[src/rtl/regfile_read_arbiter_if.sv]
// Read-port bundle between the requesters/register file and the read arbiter.
// The master side drives requests, write-forwarding data and the mux output.
interface regfile_read_arbiter_if #(
  parameter int DW = 64,
  parameter int AW = 5
);
  logic          req_a;
  logic [AW-1:0] addr_a;
  logic          gnt_a;
  logic          rvalid_a;
  logic          req_b;
  logic [AW-1:0] addr_b;
  logic          gnt_b;
  logic          rvalid_b;
  logic [AW-1:0] rsel;
  logic [DW-1:0] rdata_in;
  logic          wr_en;
  logic [AW-1:0] wr_addr;
  logic [DW-1:0] wr_data;
  logic [DW-1:0] rdata;

  modport master (
    output req_a, addr_a, req_b, addr_b, rdata_in, wr_en, wr_addr, wr_data,
    input  gnt_a, rvalid_a, gnt_b, rvalid_b, rsel, rdata
  );

  modport slave (
    input  req_a, addr_a, req_b, addr_b, rdata_in, wr_en, wr_addr, wr_data,
    output gnt_a, rvalid_a, gnt_b, rvalid_b, rsel, rdata
  );
endinterface

[src/rtl/regfile_read_arbiter.sv]
// Round-robin arbiter sharing one register-file read port between the decode
// stage (A) and the debug port (B), with write forwarding and a zero register.
module regfile_read_arbiter #(
  parameter int DW       = 64,
  parameter int AW       = 5,
  parameter int ZERO_REG = 31
) (
  input logic                  clk,
  input logic                  reset,
  regfile_read_arbiter_if.slave bus
);

  typedef enum logic [1:0] {
    IDLE    = 2'd0,
    SERVE_A = 2'd1,
    SERVE_B = 2'd2
  } state_t;

  localparam logic [AW-1:0] ZERO_IDX = AW'(ZERO_REG);

  state_t        state;
  state_t        state_next;
  logic          last_b;
  logic          gnt_a;
  logic          gnt_b;
  logic [AW-1:0] rsel;
  logic [DW-1:0] read_value;
  logic [DW-1:0] rdata;

  // On a tie the requester that did not win last time takes the port.
  always_comb begin
    gnt_a = bus.req_a && (!bus.req_b || last_b);
    gnt_b = bus.req_b && (!bus.req_a || !last_b);
    rsel  = '0;
    if (gnt_a) begin
      rsel = bus.addr_a;
    end else if (gnt_b) begin
      rsel = bus.addr_b;
    end
  end

  // The zero register wins over forwarding, so writes to it are never seen.
  always_comb begin
    read_value = bus.rdata_in;
    if (rsel == ZERO_IDX) begin
      read_value = '0;
    end else if (bus.wr_en && (bus.wr_addr == rsel)) begin
      read_value = bus.wr_data;
    end
  end

  always_comb begin
    state_next = IDLE;
    if (gnt_a) begin
      state_next = SERVE_A;
    end else if (gnt_b) begin
      state_next = SERVE_B;
    end
  end

  always_ff @(posedge clk or posedge reset) begin
    if (reset) begin
      state  <= IDLE;
      last_b <= 1'b1;
      rdata  <= '0;
    end else begin
      state <= state_next;
      if (gnt_a || gnt_b) begin
        last_b <= gnt_b;
        rdata  <= read_value;
      end
    end
  end

  assign bus.gnt_a    = gnt_a;
  assign bus.gnt_b    = gnt_b;
  assign bus.rsel     = rsel;
  assign bus.rdata    = rdata;
  assign bus.rvalid_a = (state == SERVE_A);
  assign bus.rvalid_b = (state == SERVE_B);

  // A waiting requester must keep its address stable until it is granted.
  a_addr_a_stable: assert property (@(posedge clk) disable iff (reset)
    (bus.req_a && !gnt_a) |=> (!bus.req_a || $stable(bus.addr_a)));
  a_addr_b_stable: assert property (@(posedge clk) disable iff (reset)
    (bus.req_b && !gnt_b) |=> (!bus.req_b || $stable(bus.addr_b)));
  a_one_grant: assert property (@(posedge clk) disable iff (reset)
    !(gnt_a && gnt_b));

endmodule
[src/flat_wrapper.sv]
// flat-port wrapper written by rule: the top's interface ports become plain ports
module regfile_read_arbiter_flat 
#(
  parameter int DW       = 64,
  parameter int AW       = 5,
  parameter int ZERO_REG = 31
)
  (clk, reset, bus_req_a, bus_addr_a, bus_req_b, bus_addr_b, bus_rdata_in, bus_wr_en, bus_wr_addr, bus_wr_data, bus_gnt_a, bus_rvalid_a, bus_gnt_b, bus_rvalid_b, bus_rsel, bus_rdata);
  regfile_read_arbiter_if #(.DW(DW), .AW(AW)) bus_i ();
  input logic clk;
  input logic reset;
  input wire logic [$bits(bus_i.req_a)-1:0] bus_req_a;
  input wire logic [$bits(bus_i.addr_a)-1:0] bus_addr_a;
  input wire logic [$bits(bus_i.req_b)-1:0] bus_req_b;
  input wire logic [$bits(bus_i.addr_b)-1:0] bus_addr_b;
  input wire logic [$bits(bus_i.rdata_in)-1:0] bus_rdata_in;
  input wire logic [$bits(bus_i.wr_en)-1:0] bus_wr_en;
  input wire logic [$bits(bus_i.wr_addr)-1:0] bus_wr_addr;
  input wire logic [$bits(bus_i.wr_data)-1:0] bus_wr_data;
  output wire logic [$bits(bus_i.gnt_a)-1:0] bus_gnt_a;
  output wire logic [$bits(bus_i.rvalid_a)-1:0] bus_rvalid_a;
  output wire logic [$bits(bus_i.gnt_b)-1:0] bus_gnt_b;
  output wire logic [$bits(bus_i.rvalid_b)-1:0] bus_rvalid_b;
  output wire logic [$bits(bus_i.rsel)-1:0] bus_rsel;
  output wire logic [$bits(bus_i.rdata)-1:0] bus_rdata;
  assign bus_i.req_a = bus_req_a;
  assign bus_i.addr_a = bus_addr_a;
  assign bus_i.req_b = bus_req_b;
  assign bus_i.addr_b = bus_addr_b;
  assign bus_i.rdata_in = bus_rdata_in;
  assign bus_i.wr_en = bus_wr_en;
  assign bus_i.wr_addr = bus_wr_addr;
  assign bus_i.wr_data = bus_wr_data;
  assign bus_gnt_a = bus_i.gnt_a;
  assign bus_rvalid_a = bus_i.rvalid_a;
  assign bus_gnt_b = bus_i.gnt_b;
  assign bus_rvalid_b = bus_i.rvalid_b;
  assign bus_rsel = bus_i.rsel;
  assign bus_rdata = bus_i.rdata;
  regfile_read_arbiter #(.DW(DW), .AW(AW), .ZERO_REG(ZERO_REG)) u_core (.clk(clk), .reset(reset), .bus(bus_i));
endmodule
[config.mk]
export PLATFORM = sky130hd
export DESIGN_NAME = regfile_read_arbiter_flat
export DESIGN_NICKNAME = d
export VERILOG_FILES = /design/src/rtl/regfile_read_arbiter_if.sv /design/src/rtl/regfile_read_arbiter.sv /design/src/flat_wrapper.sv
export SDC_FILE = /design/constraint.sdc
export NUM_CORES = 1
export LEC_CHECK = 0
export BUFFER_PORTS_ARGS = -buffer_cell sky130_fd_sc_hd__buf_2
export CORE_AREA = 2 2 111 81
export CTS_CLUSTER_SIZE = 40
export DETAILED_ROUTE_END_ITERATION = 10
export DIE_AREA = 0 0 113 83
export MAX_ROUTING_LAYER = met4
export PLACE_DENSITY = 0.79
export SYNTH_ARGS = -nofsm -noshare
export SYNTH_HDL_FRONTEND = slang
export SYNTH_SLANG_ARGS = --single-unit
[constraint.sdc]
create_clock -name clk -period 2.3 [get_ports clk]
set_clock_uncertainty 0.15 [all_clocks]
set_input_delay 0.115 -clock clk [delete_from_list [all_inputs] [get_ports clk]]
set_output_delay 0.115 -clock clk [all_outputs]
set_load 0.02 [all_outputs]
-- Word-level counts from Yosys, hierarchy flattened
Index checks and enable logic that the tools add are counted.
W data, S select, Z words.
- eq/ne operators: 4
- reduce and logical (&&, ||, !) cells: 9
- mux-type cells: 6
- operators by type and width (cell ; number):
    $mux W64 ; 2
    $mux W5 ; 2
    $eq A5 B5 Y1 ; 1
    $eq A5 B5 Y1 const B ; 1
    $mux W2 ; 2
    $logic_and A1 B1 Y1 ; 3
    $logic_not A1 Y1 ; 3
    $logic_or A1 B1 Y1 ; 3
    $eq A2 B1 Y1 const B ; 1
    $eq A2 B2 Y1 const B ; 1
- register bits: 67
- word-level logic and storage cells: 22
- output and inout bits: 73

-- Depth between registers and ports, before layout
Gate-level depths: netlist of the first run.
- depth after elaboration: 9
- depth in mapped cells: 9
- gate-level depth less buffers: 6

-- Worst setup path after synthesis of the first run
Ideal clock, no wire load.
- path kind: register to register
- start point: reg u_core.last_b
- end point: reg u_core.rdata[0] (netlist: u_core.bus.rdata[0])
- path buffers: 2
- arrival: 1888 ps
- cell stages (with the launch flop): 9
- path slack: 176 ps
- library setup time: 87 ps
- cell sequence: dfstp_2 -> nand2b_4 -> a32o_1 -> xor2_1 -> nor4_2 -> and2_1 -> buf_4 -> buf_4 -> o211ai_1
- cells in the longest elaborated chain, start to end: 9
- elaborated cells on any way between the ends: 13
- classes of those cells: eq/ne (2); mux (4); reduce/logical (7)
- ends and longest elaborated chain (item ; RTL line ; source):
    start, declared ; regfile_read_arbiter.sv:23 ; logic last_b;
    start signal, assigned ; regfile_read_arbiter.sv:69 ; last_b <= gnt_b;
    $logic_not A1 Y1 ; regfile_read_arbiter.sv:33 ; gnt_b = bus.req_b && (!bus.req_a || !last_b);
    $logic_or A1 B1 Y1 ; regfile_read_arbiter.sv:33 ;
    $logic_and A1 B1 Y1 ; regfile_read_arbiter.sv:33 ;
    $mux W5 ; regfile_read_arbiter.sv:37 ; end else if (gnt_b) begin
    $mux W5 (*) ; regfile_read_arbiter.sv:35 ; if (gnt_a) begin
    net bus_rsel[2] ; flat_wrapper.sv:24 ; output wire logic [$bits(bus_i.rsel)-1:0] bus_rsel;
    $eq A5 B5 Y1 ; regfile_read_arbiter.sv:47 ; end else if (bus.wr_en && (bus.wr_addr == rsel)) begin
    $logic_and A1 B1 Y1 ; regfile_read_arbiter.sv:47 ;
    $mux W64 ; regfile_read_arbiter.sv:47 ;
    $mux W64 (*) ; regfile_read_arbiter.sv:45 ; if (rsel == ZERO_IDX) begin
    end signal, assigned ; regfile_read_arbiter.sv:70 ; rdata <= read_value;
    end, declared ; regfile_read_arbiter.sv:28 ; logic [DW-1:0] rdata;
The timed path passes the listed nets; every way through them passes the cells marked *.
A chain may end at the register's enable or synchronous reset.

-- Worst setup path in the final report of the first run
- start point: reg u_core.last_b
- end point: reg u_core.rdata[35] (netlist: u_core.bus.rdata[35])
- cells in the longest elaborated chain, start to end: 9
- elaborated cells on any way between the ends: 13
- classes of those cells: eq/ne (2); mux (4); reduce/logical (7)
- ends and longest elaborated chain (item ; RTL line):
    $logic_not A1 Y1 ; regfile_read_arbiter.sv:33
    $logic_or A1 B1 Y1 ; regfile_read_arbiter.sv:33
    $logic_and A1 B1 Y1 ; regfile_read_arbiter.sv:33
    $mux W5 ; regfile_read_arbiter.sv:37
    $mux W5 ; regfile_read_arbiter.sv:35
    $eq A5 B5 Y1 ; regfile_read_arbiter.sv:47
    $logic_and A1 B1 Y1 ; regfile_read_arbiter.sv:47
    $mux W64 ; regfile_read_arbiter.sv:47
    $mux W64 ; regfile_read_arbiter.sv:45
Several ways; a longest one is shown, not always the timed one.

==> results.yml, run 1 <==
synthesis:
  yosys_warnings: 0
  synth-seq-cells: 67
  synth_most_common_cell: "nand2_1"
  synthTopCellsByCount: "nand2_1, dfrtp_1, nand4_1, o211ai_1, clkbuf_1"
  synth_fp_nets: 543
  netlist_instances: 395
  synth_top_cell_by_area: "dfrtp_1"
  synth.avg_cell_area_sq_um: 8.85
  synth-edff-count: 0
  ys_async_sr_fraction_pct: 100
  synth.distinct_cells: 24
  synthTopCellsByArea: "dfrtp_1, nand2_1, o211ai_1"
  synth_top_area_share_pct: 47.2
  ys_seq_area_share_pct: 48.0
  syn_area_sq_um: 3500
  synthFlopType: "dfrtp_1"
detailed_routing:
  via_count: 4978
  wire_per_inst_um: 19.7
  drc: 28
  firstDrtPassIters: 8
  drt_wl_total_um: 16800
  via_per_inst: 5.83
  drt_iter0_drc: 580
  final_antenna_net_count: 0
sta:
  rsz0062_at_grt: "true"
  timing.final.ws_setup_ns: -0.157
  fmax_mhz: 407
  period_minus_slack_ns: 2.46
  fin_crit_sh_pct: 107
  worst_pin_slew_ns: 0.557
  maxSlewHeadroom_pct: 62.8
  finalHoldViolations: 0
  maxSlewViolCount: 0
  setup_viol: 64
  tns_ns: -7.26
global_routing:
  grt_remaining_overflow: 0
  grt_pass1_vias: 4817
  grt_use_total_pct: 33.0
  grt_pass1_wl_um: 24000
  grt_antenna_before_repair: 0
  grt_max_degree: 67
final_layout:
  fin_util_pct: 80.8
  nets: 891
  syn_to_final_growth_pct: 91.2
  fillerInstances: 473
  post_route_cells_drive_above_1_share_pct: 37.0
worst_hold_path:
  worstHoldEndpoint: "u_core.state[0]"
  hp-start: "bus_req_a"
  whs_path_depth: 2
  hp-class: "in -> reg"
placement:
  hpwl_um: 8180
  gp_congestion: 0.850
  portBuffers: 220
setup_path:
  rr_startpoint: "u_core.last_b"
  path_cells: "nand2b_4, a32oi_4, xnor2_2, nor4_4, buf_4, buf_12, buf_12, nand4_1, o211ai_1"
  cp_max_fo: 6
  end_kind: "register"
  startpoint_type: "register"
  path_buf_inv: 3
  arrival_ns: 2.53
  crit_top_cell: "buf_12"
  crit_path_max_incr_delay_ns: 0.59
  critPathRequiredTime_ns: 2.37
  reg2reg_depth: 9
  critPathKind: "reg -> reg"
  r2r-end: "u_core.bus.rdata[35]"
  crit_start: "u_core.last_b"
  r2r_slack_ns: -0.16
  cp_top_family: "simple AND/OR/NAND/NOR gates"
  critPathSlowestCell: "dfstp_2"
clocking:
  ctsLongestPathBuffers: 2
  htreeDepth: 3
  cts-root-buf: "clkbuf_16"
  cts_buffers: 9
  clk_latency_ns: 0.32
  cts_tree: "yes"
  clkTransAtPathRegs_ns: 0.06
  cts.sinks: 67
power:
  power.leakage_nw: 3.11
  vdd_drop_max_v: 0.000411
  pwr_density_cell_nw_per_um2: 593
floorplan:
  die_width_um: 113
  coreArea_sq_um: 8270
  dieArea_sq_um: 9380
  fp-row-count: 28
  io_pins: 221
  initial_utilization_pct: 42.3
  die_y_um: 83
run_status:
  status: "complete, but fails checks"
  violations: "design-rule violations, negative setup slack"
run:
  cap_violations: 0
[how the worst max path moves through the flow]
stage               cells past startpoint              endpoint
floorplan                               8   u_core.bus.rdata[0]
CTS                                     8  u_core.bus.rdata[27]
global route                            9  u_core.bus.rdata[12]
detailed placement                      7  u_core.bus.rdata[38]
finish                                  9  u_core.bus.rdata[35]
global placement                        8  u_core.bus.rdata[37]
[worst register-to-register path, cell delays in order (launching register included)]
cell and delay [ns]:
dfstp_2 0.59, nand2b_4 0.21, a32oi_4 0.15, xnor2_2 0.19, nor4_4 0.36, buf_4 0.19, buf_12 0.13, buf_12 0.13
nand4_1 0.12, o211ai_1 0.14
[registers in the layout, indices dropped and copies added (netlist names)]
name              count
u_core.bus.rdata     64
u_core.state          2
u_core.last_b         1
[timing repair]
item / in CTS / in global routing
setup buffers: 2 / 2
setup endpoints to repair: 64 / 64
hold buffers: 132 / 0
pin swaps: 1 / 64
hold endpoints to repair: 90 / 0
resized for setup: 2 / 13
gates cloned: 1 / 9
[placed cells by master, fill, tap and decap left out, types with 2 or more instances in the layout]
cell type      instances
a32oi_2                2
a32oi_4                2
buf_12                 8
buf_2                220
buf_4                 10
bufinv_16              2
clkbuf_1               2
clkbuf_16             16
clkinv_2               2
dfrtp_1               66
dlygate4sd3_1        132
inv_1                  4
nand2_1              128
nand4_1               64
nor2b_1                2
o211ai_1              64
xnor2_2                2
xor2_1                 2
[where the power goes]
part	total, W	internal, W	leakage (nW)	switching [W]
Combinational	0.00114	0.000522	2.16	0.000616
Clock	0.00145	0.000946	0.150	0.000504
Sequential	0.00138	0.00130	0.801	0.0000750
Total	0.00396	0.00277	3.11	0.00120
[cells by family (layout without fill, tap and decap cells)]
group | count (synthesis) | in the layout | synth area share [%]
other | 0 | 1 | 0
AND/OR/NAND/NOR | 202 | 202 | 27.2
buffers and inverters | 48 | 401 | 7.02
flip-flops | 67 | 67 | 48.0
AO/OA/AOI/OAI | 73 | 73 | 16.5
XOR/XNOR | 5 | 5 | 1.25
[through the flow]
stage	setup slack (ns)	hold slack, ns	instances	area [sq um]	power (W)
floorplan	0.176	0.0950	395	3500	0.00185
global placement	0.0623	0.0529	691	4710	0.00219
detailed placement	-0.0292	0.0522	691	4710	0.00221
CTS	-0.00304	0.0377	842	6390	0.00387
global route	-0.246	0.0859	853	6680	0.00410
finish	-0.157	0.0813	854	6680	0.00396
[area by class of cell]
cell class / count / area, sq um / area share, %
Antenna cell: 1 / 2.50 / 0.0374
Sequential cell: 67 / 1680 / 25.1
Tap cell: 105 / 131 / 1.97
Timing Repair Buffer: 380 / 2890 / 43.2
Clock buffer: 11 / 233 / 3.48
Clock inverter: 5 / 77.6 / 1.16
Inverter: 5 / 18.8 / 0.281
Multi-Input combinational cell: 280 / 1660 / 24.8
[per-layer routing]
layer,share of wire [%],GRT usage [%],vias to the layer above
li1,-,-,2128
met1,37,39.3,2361
met2,48,54.5,398
met3,10,7.30,91
met4,4.4,13.0,0
met5,0,-,-
(Power assumes the default switching activity.)
==> inputs of run 2 (changes only) <==
BUFFER_PORTS_ARGS = -buffer_cell sky130_fd_sc_hd__buf_4   (was -buffer_cell sky130_fd_sc_hd__buf_2)
CORE_AREA = 2 2 106 77   (was 2 2 111 81)
CTS_BUF_LIST = sky130_fd_sc_hd__clkbuf_8   (was not set)
DIE_AREA = 0 0 108 79   (was 0 0 113 83)
PLACE_DENSITY = 0.87   (was 0.79)
clock period = 2.9 ns   (was 2.3 ns; I/O delays follow)
==> run 2 against run 1 <==
Compared with the run above: the run now ends clean; cell count is 2.5% lower; via count is 2.2% lower; power is 29% lower; first-iteration DRC count is 10% lower; critical endpoint is now u_core.bus.rdata[36]; largest cell class unchanged.
==> results.yml, run 2 (synthesis results as in run 1) <==
run_status:
  status: "completed"
floorplan:
  coreArea_sq_um: 7600
  die_y_um: 79
  dieArea_sq_um: 8530
  fp-row-count: 27
  initial_utilization_pct: 46.0
  die_width_um: 108
  io_pins: 221
detailed_routing:
  via_count: 4867
  firstDrtPassIters: 5
  drc: 0
  drt_wl_total_um: 16700
  wire_per_inst_um: 20.0
  drt_iter0_drc: 522
  via_per_inst: 5.84
  final_antenna_net_count: 0
sta:
  worst_pin_slew_ns: 0.586
  rsz0062_at_grt: "false"
  fin_crit_sh_pct: 91.5
  timing.final.ws_setup_ns: 0.246
  tns_ns: 0
  maxSlewViolCount: 0
  fmax_mhz: 377
  maxSlewHeadroom_pct: 60.6
  period_minus_slack_ns: 2.65
  finalHoldViolations: 0
  setup_viol: 0
worst_hold_path:
  hp-start: "bus_wr_en"
  hp-class: "in -> reg"
power:
  vdd_drop_max_v: 0.000274
  power_frac_comb_pct: 33.9
  internal-power_w: 0.00188
  switchingPower_w: 0.000912
  power.leakage_nw: 3.07
  pwr_density_cell_nw_per_um2: 418
  clkPwrFrac_pct: 26.7
  pwr-share-seq_pct: 39.4
  switching_share_pct: 32.6
final_layout:
  final_common_cell: "buf_4"
  top_register: "u_core.bus.rdata"
  largest_reg_flops: 64
  top_regs: "u_core.bus.rdata x64, u_core.state x2, u_core.last_b x1"
  regArea_sq_um: 1680
  multi_input_area_sq_um: 1600
  post_route_cells_drive_above_1_share_pct: 35.0
  fillerInstances: 342
  layout_common_cells: "buf_4, dlygate4sd3_1, nand2_1, dfrtp_1"
  nets: 874
  final_cells: 833
  syn_to_final_growth_pct: 91.5
global_routing:
  grt_antenna_before_repair: 0
  grt_max_degree: 129
  grt_pass1_vias: 4975
  grt_remaining_overflow: 0
  grt_use_total_pct: 40.3
  grt_pass1_wl_um: 25500
clocking:
  clkTransAtPathRegs_ns: 0.07
  ctsLongestPathBuffers: 2
  cts-root-buf: "clkbuf_8"
  cts_tree: "yes"
  htreeDepth: 3
  cts.sinks: 67
  cts_buffers: 9
  clk_latency_ns: 0.33
setup_path:
  arrival_ns: 2.70
  end_kind: "register"
  critPathKind: "in -> reg"
  rr_startpoint: "u_core.last_b"
  startpoint_type: "primary input"
  critPathRequiredTime_ns: 2.95
  crit_start: "bus_req_b"
  cp_max_fo: 128
placement:
  hpwl_um: 8430
  dpl_worst_slack_ns: 0.471
  gp_congestion: 0.828
  portBuffers: 220
  placed_cells: 684
run:
  cap_violations: 0
==> run 2: cell types whose count changed in the layout (fill, tap and decap cells not counted), sizes merged <==
cell / before / now
buf: 241 / 231
bufinv: 2 / 1
clkinvlp: 1 / 0
clkbuf: 18 / 9
inv: 5 / 7
clkinv: 2 / 4
==> run 2: area by class of cell <==
| class | instances | share of cell area (%) |
|---|---|---|
| timing repair buffer | 363 | 46.0 |
| sequential | 67 | 25.1 |
| multi-input combinational | 280 | 23.9 |
| tap | 101 | 1.89 |
| clock buffer | 9 | 1.85 |
| clock inverter | 7 | 0.916 |
| inverter | 5 | 0.280 |
| antenna | 1 | 0.0374 |
==> run 2: critical path, cell delays in order <==
cell           delay (ns)
dlygate4sd3_1        0.56
buf_4                0.17
a21boi_4             0.28
a32oi_1              0.16
nor4_1               0.59
a21oi_4              0.12
buf_12               0.25
nand2_1              0.21
o211ai_1             0.13
==> run 2: power groups by stage <==
stage                     clock network (W)  registers [W]  logic [W]
after floorplan                           0        0.00121   0.000260
after detailed placement                  0        0.00110   0.000760
after global routing               0.000800        0.00111   0.000997
after global placement                    0        0.00110   0.000745
after CTS                          0.000764        0.00109   0.000907
final                              0.000748        0.00110   0.000948
==> run 2: stage by stage <==
step / total power, W / cell area (sq um) / hold WS, ns / util (%)
CTS: 0.00276 / 6690 / 0.252 / 88.0
finish: 0.00280 / 6690 / 0.281 / 88.1
floorplan: 0.00147 / 3500 / 0.125 / -
global route: 0.00290 / 6690 / 0.294 / 88.0
global placement: 0.00184 / 5180 / 0.105 / 68.2
detailed placement: 0.00186 / 5180 / 0.109 / 68.2
==> run 2: layer usage <==
layer	share of wire (%)	global-route usage, %	up-vias	wire length, um
li1	-	-	2092	-
met3	11	11.2	113	1830
met1	35	44.4	2250	5900
met2	48	65.8	412	7980
met5	0	-	-	0
met4	5.9	23.8	0	978
==> run 2: path summary, 6_finish.rpt <==
check | to | slack [ns] | cells past startpoint
max | u_core.bus.rdata[36] | 0.25 | 9
max in group asynchronous | u_core.last_b | 1.87 | 4
min in group asynchronous | u_core.bus.rdata[36] | 0.32 | 4
min | u_core.bus.rdata[4] | 0.28 | 4
max reg2reg | u_core.bus.rdata[36] | 0.27 | 7
min reg2reg | u_core.bus.rdata[9] | 0.35 | 2
==> run 2: repair_timing <==
action / 4_1_cts / 5_1_grt
setup buffers: 0 / 0
hold endpoints to repair: 132 / 0
gates resized for setup: 0 / 0
hold buffers: 132 / 0
==> inputs of run 3 (changes only) <==
PLACE_DENSITY = 0.95   (was 0.87)
==> run 3 against run 2 <==
Compared with the run above: design area about the same; power down 3.5%; critical path depth down 2; clock-buffer cell count unchanged; global-route usage down 0.50 points.
==> results.yml, run 3 (synthesis results as in run 1) <==
run_status:
  status: "completed"
floorplan:
  fp-row-count: 27
  initial_utilization_pct: 46.0
  coreArea_sq_um: 7600
  die_y_um: 79
  die_width_um: 108
  dieArea_sq_um: 8530
  io_pins: 221
clocking:
  ctsLongestPathBuffers: 2
  post-cts-setup-buffer-count: 0
  clkTransAtPathRegs_ns: 0.08
  clk_latency_ns: 0.33
  cts-root-buf: "clkbuf_8"
  cts_tree: "yes"
  cts_buffers: 9
  cts.sinks: 67
  htreeDepth: 3
global_routing:
  grtUsageMet3_pct: 10.1
  grt.busiest_layer: "met2"
  grt_antenna_before_repair: 1
  grt_util_met2_pct: 65.2
  grt_remaining_overflow: 0
  grt_pass1_vias: 5114
  grt_max_degree: 65
  grt_pass1_wl_um: 25500
  grt_use_total_pct: 39.8
  met1_usage_pct: 43.5
detailed_routing:
  via_per_inst: 5.86
  wire_per_inst_um: 19.8
  drt_wl_total_um: 16500
  drt_iter0_drc: 463
  firstDrtPassIters: 5
  drc: 0
  final_antenna_net_count: 0
  via_count: 4896
setup_path:
  cp_max_fo: 56
  end_kind: "register"
  critPathRequiredTime_ns: 2.97
  critPathKind: "reg -> reg"
  arrival_ns: 2.80
  startpoint_type: "register"
  reg2reg_depth: 7
  r2r_slack_ns: 0.18
final_layout:
  final_common_cell: "buf_4"
  syn_to_final_growth_pct: 91.3
  fillerInstances: 342
  final_cells: 835
  largest_reg_flops: 64
  top_regs: "u_core.bus.rdata x64, u_core.state x2, u_core.last_b x1"
  post_route_cells_drive_above_1_share_pct: 35.3
  top_register: "u_core.bus.rdata"
  layout_common_cells: "buf_4, dlygate4sd3_1, nand2_1, dfrtp_1"
  fin_util_pct: 88.0
  nets: 875
  design_area_sq_um: 6690
power:
  internal-power_w: 0.00180
  pwr-share-seq_pct: 40.7
  vdd_drop_max_v: 0.000280
  pwr_density_cell_nw_per_um2: 404
  clkPwrFrac_pct: 24.2
  switchingPower_w: 0.000902
  power_frac_comb_pct: 35.2
  power.leakage_nw: 3.05
  switching_share_pct: 33.4
sta:
  tns_ns: 0
  maxSlewHeadroom_pct: 44.8
  maxSlewViolCount: 0
  period_minus_slack_ns: 2.72
  rsz0062_at_grt: "false"
  setup_viol: 0
  worst_pin_slew_ns: 0.827
  finalHoldViolations: 0
  fmax_mhz: 367
  fin_crit_sh_pct: 93.9
  timing.final.ws_setup_ns: 0.176
placement:
  portBuffers: 220
  hpwl_um: 8340
  dpl_worst_slack_ns: 0.231
  placed_cells: 684
  gp_congestion: 0.843
  place_area_sq_um: 5180
worst_hold_path:
  hp-class: "in -> async"
run:
  cap_violations: 0
run 3: power by group through the flow:
| stage | sequential, W | clock (W) | combinational, W |
|---|---|---|---|
| 6_report | 0.00110 | 0.000652 | 0.000949 |
| 3_3_place_gp | 0.00110 | 0 | 0.000740 |
| 5_1_grt | 0.00111 | 0.000707 | 0.000996 |
| 4_1_cts | 0.00109 | 0.000669 | 0.000903 |
| 2_1_floorplan | 0.00121 | 0 | 0.000260 |
| 3_5_place_dp | 0.00111 | 0 | 0.000758 |
run 3: cell type report:
type / count / area [sq um] / area share, %
tap: 101 / 126 / 1.89
multi-input combinational: 281 / 1620 / 24.2
clock buffer: 9 / 124 / 1.85
antenna: 3 / 7.51 / 0.112
timing repair buffer: 363 / 3080 / 46.1
clock inverter: 6 / 35.0 / 0.524
sequential: 67 / 1680 / 25.1
inverter: 5 / 18.8 / 0.281
run 3: per-layer routing:
| layer | vias up | share of wire, % |
|---|---|---|
| li1 | 2094 | - |
| met1 | 2270 | 35 |
| met2 | 418 | 49 |
| met3 | 114 | 9.9 |
| met4 | 0 | 6.1 |
| met5 | - | 0 |
run 3: stage by stage:
| stage | power [W] | hold slack (ns) |
|---|---|---|
| final | 0.00270 | 0.300 |
| after global routing | 0.00281 | 0.322 |
| after CTS | 0.00266 | 0.261 |
| after detailed placement | 0.00186 | 0.0664 |
| after global placement | 0.00184 | 0.0605 |
| after floorplan | 0.00147 | 0.125 |
run 3: timing repair:
action                     4_1_cts  5_1_grt
setup endpoints to repair        0       33
hold endpoints to repair        88        0
hold buffers                   132        0
resized for setup                0        1
run 3: final timing paths:
path	endpoint	start
setup / recovery	u_core.bus.rdata[31]	u_core.last_b
hold / removal	u_core.bus.rdata[14]	reset
setup reg to reg	u_core.bus.rdata[31]	u_core.last_b
hold reg to reg	u_core.bus.rdata[57]	u_core.bus.rdata[57]
max in group asynchronous	u_core.last_b	reset
min in group clk	u_core.bus.rdata[57]	u_core.bus.rdata[57]
run 3: worst max-delay path: stages (launching register included):
cell      delay, ns
dfstp_2        0.60
a21boi_4       0.10
a32oi_1        0.36
nor4_2         0.16
a21oi_4        0.52
buf_12         0.32
nand2_1        0.13
o211ai_1       0.26
